**src/rtl/sort_pkg.sv**
```systemverilog
// Shared types and defaults for the nibble sort front-end.
// Latency: n/a (types and constants only).
// Backpressure: n/a.
package sort_pkg;

  localparam int W_DEF     = 4;
  localparam int DEPTH_DEF = 4;

  // Sequencer states. IDLE is the reset state.
  typedef enum logic [2:0] {
    IDLE  = 3'd0,
    INS   = 3'd1,
    START = 3'd2,
    WAIT  = 3'd3,
    DONE  = 3'd4,
    CLR   = 3'd5
  } state_e;

endpackage

```
**src/rtl/key_debounce.sv**
```systemverilog
// Key conditioner: 2-flop synchroniser, stability counter, rising-edge command pulse.
// Latency: raw edge to level/pulse = 2 + DEB cycles; a held key gives exactly one pulse.
// Backpressure: none; a pulse is a one-cycle event and is never held or queued.
module key_debounce #(
  parameter int DEB = 16
) (
  input  logic clk,
  input  logic rst,
  input  logic raw,
  output logic level,
  output logic pulse
);

  // Counter only has to reach DEB-1, so $clog2(DEB) bits are enough (DEB >= 2).
  localparam int CW = $clog2(DEB);

  logic          s1_q, s2_q;
  logic          level_q, level_d;
  logic          pulse_q, pulse_d;
  logic [CW-1:0] cnt_q, cnt_d;

  // Accept a new level only after the synchronised input has disagreed with the
  // current level for DEB consecutive samples; any bounce restarts the count.
  always_comb begin
    level_d = level_q;
    pulse_d = 1'b0;
    cnt_d   = '0;
    if (s2_q != level_q) begin
      if (cnt_q == CW'(DEB - 1)) begin
        level_d = s2_q;
        pulse_d = s2_q;
      end else begin
        cnt_d = cnt_q + CW'(1);
      end
    end
  end

  // Synchroniser and debounce state.
  always_ff @(posedge clk) begin
    if (rst) begin
      s1_q    <= 1'b0;
      s2_q    <= 1'b0;
      level_q <= 1'b0;
      pulse_q <= 1'b0;
      cnt_q   <= '0;
    end else begin
      s1_q    <= raw;
      s2_q    <= s1_q;
      level_q <= level_d;
      pulse_q <= pulse_d;
      cnt_q   <= cnt_d;
    end
  end

  assign level = level_q;
  assign pulse = pulse_q;

endmodule

```
**src/rtl/sort_ctrl.sv**
```systemverilog
// Front-end sequencer: turns debounced key commands into insert/start/clear strobes for the sort engine.
// Latency: key press to engine strobe = 3 + DEB cycles; a sort waits up to TIMEOUT cycles on eng_busy.
// Backpressure: commands arriving while a strobe or sort is in flight are dropped, never queued.
module sort_ctrl
  import sort_pkg::*;
#(
  parameter int  W       = W_DEF,
  parameter int  DEPTH   = DEPTH_DEF,
  parameter int  DEB     = 16,
  parameter int  TIMEOUT = 1024,
  localparam int CNT_W   = $clog2(DEPTH + 1)
) (
  input  logic             clk,
  input  logic             rst,
  input  logic             key1,
  input  logic             key2,
  input  logic [W-1:0]     sw,
  output logic             eng_ins,
  output logic [W-1:0]     eng_data,
  output logic             eng_start,
  output logic             eng_clear,
  input  logic             eng_busy,
  output logic [CNT_W-1:0] count,
  output logic             full,
  output logic             sorted,
  output logic             err
);

  localparam int TW = $clog2(TIMEOUT);

  logic ins_cmd, sort_cmd;
  logic key1_lvl, key2_lvl;
  logic unused_lvl;

  state_e           state_q, state_d;
  logic [W-1:0]     data_q, data_d;
  logic [CNT_W-1:0] count_q, count_d;
  logic             sorted_q, sorted_d;
  logic [TW-1:0]    timer_q, timer_d;
  logic             err_c;

  key_debounce #(.DEB(DEB)) u_key1 (
    .clk   (clk),
    .rst   (rst),
    .raw   (key1),
    .level (key1_lvl),
    .pulse (ins_cmd)
  );

  key_debounce #(.DEB(DEB)) u_key2 (
    .clk   (clk),
    .rst   (rst),
    .raw   (key2),
    .level (key2_lvl),
    .pulse (sort_cmd)
  );

  // Only the edge pulses drive the sequencer; the held levels are not needed here.
  assign unused_lvl = key1_lvl ^ key2_lvl;

  // Sequencer next state. sort_cmd has priority over ins_cmd in every state that listens.
  always_comb begin
    state_d  = state_q;
    data_d   = data_q;
    count_d  = count_q;
    sorted_d = sorted_q;
    timer_d  = timer_q;
    err_c    = 1'b0;
    case (state_q)
      IDLE: begin
        if (sort_cmd) begin
          if (count_q >= CNT_W'(2)) begin
            state_d = START;
          end else begin
            // Zero or one element is already in order: report sorted without the engine.
            state_d  = DONE;
            sorted_d = 1'b1;
          end
        end else if (ins_cmd) begin
          if (full) begin
            err_c = 1'b1;
          end else begin
            data_d  = sw;
            state_d = INS;
          end
        end
      end
      INS: begin
        if (count_q != CNT_W'(DEPTH)) begin
          count_d = count_q + CNT_W'(1);
        end
        sorted_d = 1'b0;
        state_d  = IDLE;
      end
      START: begin
        timer_d  = '0;
        sorted_d = 1'b0;
        state_d  = WAIT;
      end
      WAIT: begin
        timer_d = timer_q + TW'(1);
        // The engine gets one cycle to raise busy, so a low busy at timer 0 is ignored.
        if (!eng_busy && (timer_q != '0)) begin
          state_d  = DONE;
          sorted_d = 1'b1;
        end else if (timer_q == TW'(TIMEOUT - 1)) begin
          err_c   = 1'b1;
          state_d = IDLE;
        end
      end
      DONE: begin
        if (sort_cmd) begin
          state_d = START;
        end else if (ins_cmd) begin
          // A key1 after a sort starts a new batch, seeded with the value on the switches now.
          data_d  = sw;
          state_d = CLR;
        end
      end
      CLR: begin
        count_d  = '0;
        sorted_d = 1'b0;
        state_d  = INS;
      end
      default: state_d = IDLE;
    endcase
  end

  // Sequencer state, data latch, element counter and sort timer.
  always_ff @(posedge clk) begin
    if (rst) begin
      state_q  <= IDLE;
      data_q   <= '0;
      count_q  <= '0;
      sorted_q <= 1'b0;
      timer_q  <= '0;
    end else begin
      state_q  <= state_d;
      data_q   <= data_d;
      count_q  <= count_d;
      sorted_q <= sorted_d;
      timer_q  <= timer_d;
    end
  end

  assign eng_ins   = (state_q == INS);
  assign eng_start = (state_q == START);
  assign eng_clear = (state_q == CLR);
  assign eng_data  = data_q;
  assign count     = count_q;
  assign full      = (count_q == CNT_W'(DEPTH));
  assign sorted    = sorted_q;
  assign err       = err_c;

endmodule

```
**config.mk**
```make
export PLATFORM = sky130hd
export DESIGN_NAME = sort_ctrl
export DESIGN_NICKNAME = d
export VERILOG_FILES = /design/src/rtl/sort_pkg.sv /design/src/rtl/key_debounce.sv /design/src/rtl/sort_ctrl.sv
export SDC_FILE = /design/constraint.sdc
export NUM_CORES = 1
export LEC_CHECK = 0
export ABC_AREA = 1
export ABC_CLOCK_PERIOD_IN_PS = 1500
export CAP_MARGIN = 10
export CORE_MARGIN = 2
export CORE_UTILIZATION = 49
export CTS_CLUSTER_SIZE = 8
export DETAILED_ROUTE_END_ITERATION = 8
export GPL_TIMING_DRIVEN = 0
export PLACE_DENSITY_LB_ADDON = 0.05
export RECOVER_POWER = 25
export SLEW_MARGIN = 20
export SYNTH_ARGS = -nofsm -noshare
export SYNTH_HDL_FRONTEND = slang
export SYNTH_SLANG_ARGS = --single-unit
```
**constraint.sdc**
```tcl
create_clock -name clk -period 1.5 [get_ports clk]
set_input_delay 0.225 -clock clk [delete_from_list [all_inputs] [get_ports clk]]
set_output_delay 0.225 -clock clk [all_outputs]
set_load 0.005 [all_outputs]
```
==> flow_summary.toml, run 1 <==
[status]
run_status = "finished with violations"
failing_checks = "negative setup slack"

[final_layout]
layout.cells.non_filler = 331
drive_gt1_share_pct = 32.2
finish.net_count = 299
design_area_um2 = 2420
n_antenna_cell = 0
final.fill_count = 302
synthToLayoutAreaGrowth_pct = 33.2

[clock_network]
clockBufferDepth = 2
ctsRootBufferMaster = "clkbuf_8"
cts_inserted_buffers = 5
cts.clk_slew.worst_paths_ns = 0.08
h-tree-depth = 2
cts_num_sinks = 37
count_of_hold_fix_buffers_inserted_at_cts = 0
insertion_delay_ns = 0.28
cts_tree = "yes"

[sta]
post-route-period-util_pct = 111
fin_crit_ns = 1.66
rsz0062_at_grt = "yes"
timing.slew.headroom_pct = 69.2
clock.fmax_mhz = 603
timing_worst_slew_pin_value_ns = 0.463
setup_ws_ns = -0.159
finalHoldViolations = 0
report.final.setup_viol = 1
finalMaxSlewViolations = 0
fin_worst_skew_ns = 0.00779

[setup_path]
worst_setup_path_end_kind = "output pin"
critical_path.startpoint_type = "register"
r2r-start = "state_q[2]"
crit_required_ns = 1.27
setup.worst_path.start = "timer_q[1]"
timing.setup.critical_path_class = "register to output pin"
reg2regPathDepth = 7
critical_path_peak_fanout = 3
worst_ep_arrival_time_ns = 1.43

[synthesis]
synth_sequential_area_ratio_pct = 40.7
synth.top_cells.by_area = "dfxtp_1 (41%), nor2_1 (8.5%), nand2_1 (6.4%)"
synth_largest_area_cell = "dfxtp_1"
ys_types = 34
synth_top_cell_area_share_pct = 40.7
syn_area_per_cell_um2 = 7.68
synth_nets = 254
yosysWarnings = 0
synthCells = 237
syn-cell-area_um2 = 1820
yosys_register_bits = 37

[detailed_routing]
detailedRoute.firstPassIterationCount = 5
drt_drc_violations_left = 0
postRouteAntennaNets = 0
detailedRoute.firstIterationViolations = 108
wl_um = 3770
drt-vias-per-instance = 4.77
num_vias = 1578
wl_per_cell_um = 11.4

[grt]
globalRoute.totalOverflow = 0
antenna_found_initial = 0
grt_pass1_wl_um = 5980
grt_start_max_net_pins = 12
track_usage_pct = 17.9
grt_pass1_vias = 1418

[floorplan]
placement_rows = 22
dieHeight_um = 65.0
ios = 22
dieWidth_um = 65.0
initial_utilization_pct = 50.5
floorplan.core_area_um2 = 3610
fp.dieArea_um2 = 4220

[flow_run]
drv_cap = 0

[hold_path]
min_path_cells = 2
worstHoldPathType = "register to register"
min_from = "u_key1.s1_q"

[place]
placement.io_buffers = 21
placed_area_um2 = 2090
gp_congestion = 0.873
hpwl_um = 2480
place.detailed.instances = 306

[pwr]
p_leak_nw = 1.07
vdd_ir_drop_max_mv = 1.00
pwr_cell_area_nw_per_um2 = 706
[area by class of cell]
class                   instances  area, um^2  area share (%)
clock inverters                 2        10.0           0.413
multi-input cells             159        1030            42.4
flip-flops and latches         37         759            31.3
plain buffers                   3        20.0           0.826
clock buffers                   6        72.6            2.99
inverters                      38         155            6.40
repair buffers                 38         320            13.2
well taps                      48        60.1            2.48
[cell families (layout without fill, tap and decap cells)]
group	after synthesis	after routing	share of synthesized area, %
simple gates	112	112	31.3
compound gates	32	32	9.90
xor+xnor	7	7	3.37
buf+inv	41	87	9.21
flops	37	37	40.7
fa+ha+maj	8	8	5.50
[worst max-delay path, stage by stage (launching register included)]
cell and delay [ns]:
dfxtp_4 0.37, inv_2 0.06, ha_2 0.15, nand2_1 0.05, nor2_1 0.08, nand2_1 0.08, nand2_2 0.09, nand2_2 0.06
o22ai_2 0.09, buf_2 0.13
[flip-flops by register name, indices dropped and copies added (netlist names), 3 cells and up]
name / count
eng_data: 4
u_key2.cnt_q: 4
timer_q: 10
count: 3
state_q: 3
u_key1.cnt_q: 4
[layout by cell type (no fill, tap or decap), types with 2 or more instances in the layout]
cell type,count
a21oi_1,12
o21ai_0,4
nor3_4,5
ha_1,4
nand3_2,3
inv_4,2
inv_1,22
nor2_2,6
nand2_4,3
buf_4,17
dfxtp_4,3
clkbuf_1,2
nand3_1,11
clkdlybuf4s50_1,15
dfxtp_1,28
nor3_2,2
o21ai_1,9
nand4_1,3
xor2_1,5
clkinv_2,2
clkbuf_2,4
nand2_1,28
xnor2_1,2
clkbuf_8,5
nor2_4,2
nor2_1,37
dfxtp_2,6
nand2_2,6
inv_2,13
ha_4,3
[stage by stage]
stage	TNS (ns)	worst slack [ns]	util [%]	total power (W)	hold slack, ns
finish	-0.159	-0.159	67.2	0.00171	0.401
global route	-0.673	-0.241	67.2	0.00179	0.409
CTS	-0.531	-0.187	62.6	0.00174	0.402
detailed placement	-0.751	-0.351	58.1	0.00107	0.394
global placement	-0.848	-0.368	58.1	0.00107	0.389
floorplan	0	0.0122	-	0.00104	0.302
[where the power goes]
part / switching, W / internal (W) / leakage (nW)
combinational: 0.0000273 / 0.0000281 / 0.720
clock: 0.000348 / 0.000322 / 0.0450
sequential: 0.00000351 / 0.000983 / 0.304
[worst paths after layout]
check / slack (ns) / end
worst max-delay path: -0.16 / err
worst min-delay path: 0.40 / u_key1.s2_q
worst max register to register: 0.02 / timer_q[9]
worst min register to register: 0.40 / u_key1.s2_q
[per-layer routing]
| layer | wire [um] | GRT usage (%) | part of all wire [%] | vias to the layer above |
|---|---|---|---|---|
| met5 | 0 | 0 | 0 | - |
| met4 | 63 | 6.12 | 1.7 | 0 |
| met3 | 122 | 4.69 | 3.2 | 6 |
| met1 | 1820 | 23.0 | 48 | 700 |
| li1 | - | - | - | 843 |
| met2 | 1760 | 29.1 | 47 | 29 |
[cells in the mapped netlist]
library cell and n:
nor2_1 41, dfxtp_1 37, nand2_1 31, inv_1 28, a21oi_1 12, nand3_1 12, inv_2 10, o21ai_1 9
ha_1 8, nand2_2 5, xor2_1 5, nor2_2 4, nor3_4 4, o21ai_0 4, nand3_2 3, nand4_1 3
nor3_2 2, o21ai_2 2, xnor2_1 2, a211oi_1 1, a22oi_1 1, a31oi_1 1, buf_4 1, clkbuf_1 1
clkbuf_8 1, nand2_4 1, nand3b_1 1, nor3_1 1, nor3b_1 1, nor4_1 1, o211a_1 1, o22ai_1 1
or2_0 1, or2_2 1
[what timing repair did]
action                     in CTS  in global routing
pin swaps                       3                  9
buffers inserted                6                 11
setup endpoints to repair      12                 18
resized for setup              29                 32
(Power assumes the default switching activity.)
==> inputs of run 2 (changes only) <==
- ABC_CLOCK_PERIOD_IN_PS: 1500 -> 1900
- CORE_UTILIZATION: 49 -> 55
- SLEW_MARGIN: 20 -> default
- clock period: 1.5 -> 1.9 ns (I/O delays scaled with it)
==> run 2 against run 1 <==
Net effect:
- total power decreased by 18%
- die area decreased by 10%
- the flow now finishes without violations
- largest power group unchanged
- routed wire length decreased by 2.5%
==> flow_summary.toml, run 2 (synthesized netlist as in run 1, its figures left out) <==
[setup_path]
worst_ep_arrival_time_ns = 1.57
reg2regPathDepth = 7
crit_path_max_incr_delay_ns = 0.38
critical_path.startpoint_type = "register"
setup.worst_path.start = "timer_q[1]"
critPathSlowestCell = "dfxtp_4"
crit_required_ns = 1.62
timing.setup.critical_path_class = "register to output pin"
path_cells = "inv_4 -> ha_4 -> nand2_1 -> nor2_1 -> nand2_1 -> nand2_2 -> nand2_2 -> o22ai_2 -> buf_2"
critical_path_peak_fanout = 3
worst_setup_path_end_kind = "output pin"
r2r-start = "state_q[2]"

[clock_network]
clockBufferDepth = 2
cts_tree = "yes"
cts.clk_slew.worst_paths_ns = 0.11
count_of_hold_fix_buffers_inserted_at_cts = 0
insertion_delay_ns = 0.35
cts_num_sinks = 37
ctsRootBufferMaster = "clkbuf_4"
cts_inserted_buffers = 5
h-tree-depth = 2

[place]
gp_congestion = 0.900
placed_area_um2 = 2090
placement.io_buffers = 21
dp_worst_setup_slack_ns = -0.0186
hpwl_um = 2400

[final_layout]
drive_gt1_share_pct = 24.6
final_common_cell = "nor2_1"
synthToLayoutAreaGrowth_pct = 26.5
finish.net_count = 288
n_antenna_cell = 0
final.fill_count = 269
flip_flop_count_of_the_largest_register_after_layout = 10
most_frequent_cells_in_the_layout = "nor2_1 (40), dfxtp_1 (31), nand2_1 (28)"
design_area_um2 = 2300
max_flop_register = "timer_q"

[sta]
post-route-period-util_pct = 97.5
setup_ws_ns = 0.0471
timing.slew.headroom_pct = 65.1
rsz0062_at_grt = "yes"
clock.fmax_mhz = 540
timing_worst_slew_pin_value_ns = 0.523
setup_total_negative_slack_ns = 0
hold_ws_ns = 0.410
fin_worst_skew_ns = 0.00660
finalHoldViolations = 0
fin_crit_ns = 1.85
finalMaxSlewViolations = 0
report.final.setup_viol = 0

[grt]
grt_start_max_net_pins = 13
grt_pass1_wl_um = 6040
globalRoute.totalOverflow = 0
track_usage_pct = 21.9
antenna_found_initial = 0
grt_pass1_vias = 1481

[detailed_routing]
detailedRoute.firstPassIterationCount = 4
num_vias = 1641
detailedRoute.firstIterationViolations = 99
postRouteAntennaNets = 0
wl_um = 3670
drt_drc_violations_left = 0
wl_per_cell_um = 11.6
drt-vias-per-instance = 5.19

[floorplan]
fp.dieArea_um2 = 3790
dieHeight_um = 61.5
ios = 22
placement_rows = 20
initial_utilization_pct = 58.7
floorplan.core_area_um2 = 3100
dieWidth_um = 61.5

[hold_path]
min_path_cells = 2
min_from = "u_key1.s1_q"
worstHoldPathType = "register to register"

[pwr]
post-layout-total-power_w = 0.00141
pwr_cell_area_nw_per_um2 = 611
vdd_ir_drop_max_mv = 0.478
p_leak_nw = 1.01

[flow_run]
drv_cap = 0

[status]
run_status = "completed"
-- run 2: repair_timing --
action / in CTS / in global routing
gates cloned: 0 / 0
resized for setup: 16 / 22
buffers inserted: 2 / 4
setup endpoints to repair: 3 / 5
pin swaps: 4 / 8
-- run 2: final timing paths --
path	to	slack, ns
max	err	0.05
min	u_key1.s2_q	0.41
max reg2reg	timer_q[9]	0.19
min reg2reg	u_key1.s2_q	0.41
-- run 2: cell type report --
cell class	instances	area (um^2)	share of cell area, %
multi-input cells	159	976	42.4
flip-flops and latches	37	758	32.9
repair buffers	27	255	11.1
inverters	38	150	6.52
well taps	44	55.1	2.39
clock buffers	6	51.3	2.23
clock inverters	2	37.5	1.63
plain buffers	3	18.8	0.815
-- run 2: report_power, final --
group	switching [W]	total [W]	internal, W
clock	0.000272	0.000585	0.000313
combinational	0.0000218	0.0000431	0.0000213
sequential	0.00000299	0.000778	0.000775
total	0.000297	0.00141	0.00111
-- run 2: routing by layer --
metal	part of all wire [%]	wire, um	track usage [%]	vias to the layer above
li1	-	-	-	823
met1	44	1620	25.7	748
met2	48	1760	35.6	60
met3	6.0	219	7.35	10
met4	2.0	73	10.9	0
met5	0	0	0	-
-- run 2: per-stage QoR --
| stage | cells | utilization [%] |
|---|---|---|
| 6_report | 316 | 74.2 |
| 5_1_grt | 316 | 74.2 |
| 4_1_cts | 312 | 71.3 |
| 3_5_place_dp | 302 | 67.2 |
| 3_3_place_gp | 302 | 67.2 |
| 2_1_floorplan | 237 | - |
-- run 2: worst max-delay path: cells and delay by family (launching register included) --
family                   cells  cell delay [ns]
AO/OA/AOI/OAI                1             0.09
buffers and inverters        2             0.19
AND/OR/NAND/NOR              5             0.43
flip-flops                   1             0.38
adder cells (fa/ha/maj)      1             0.11
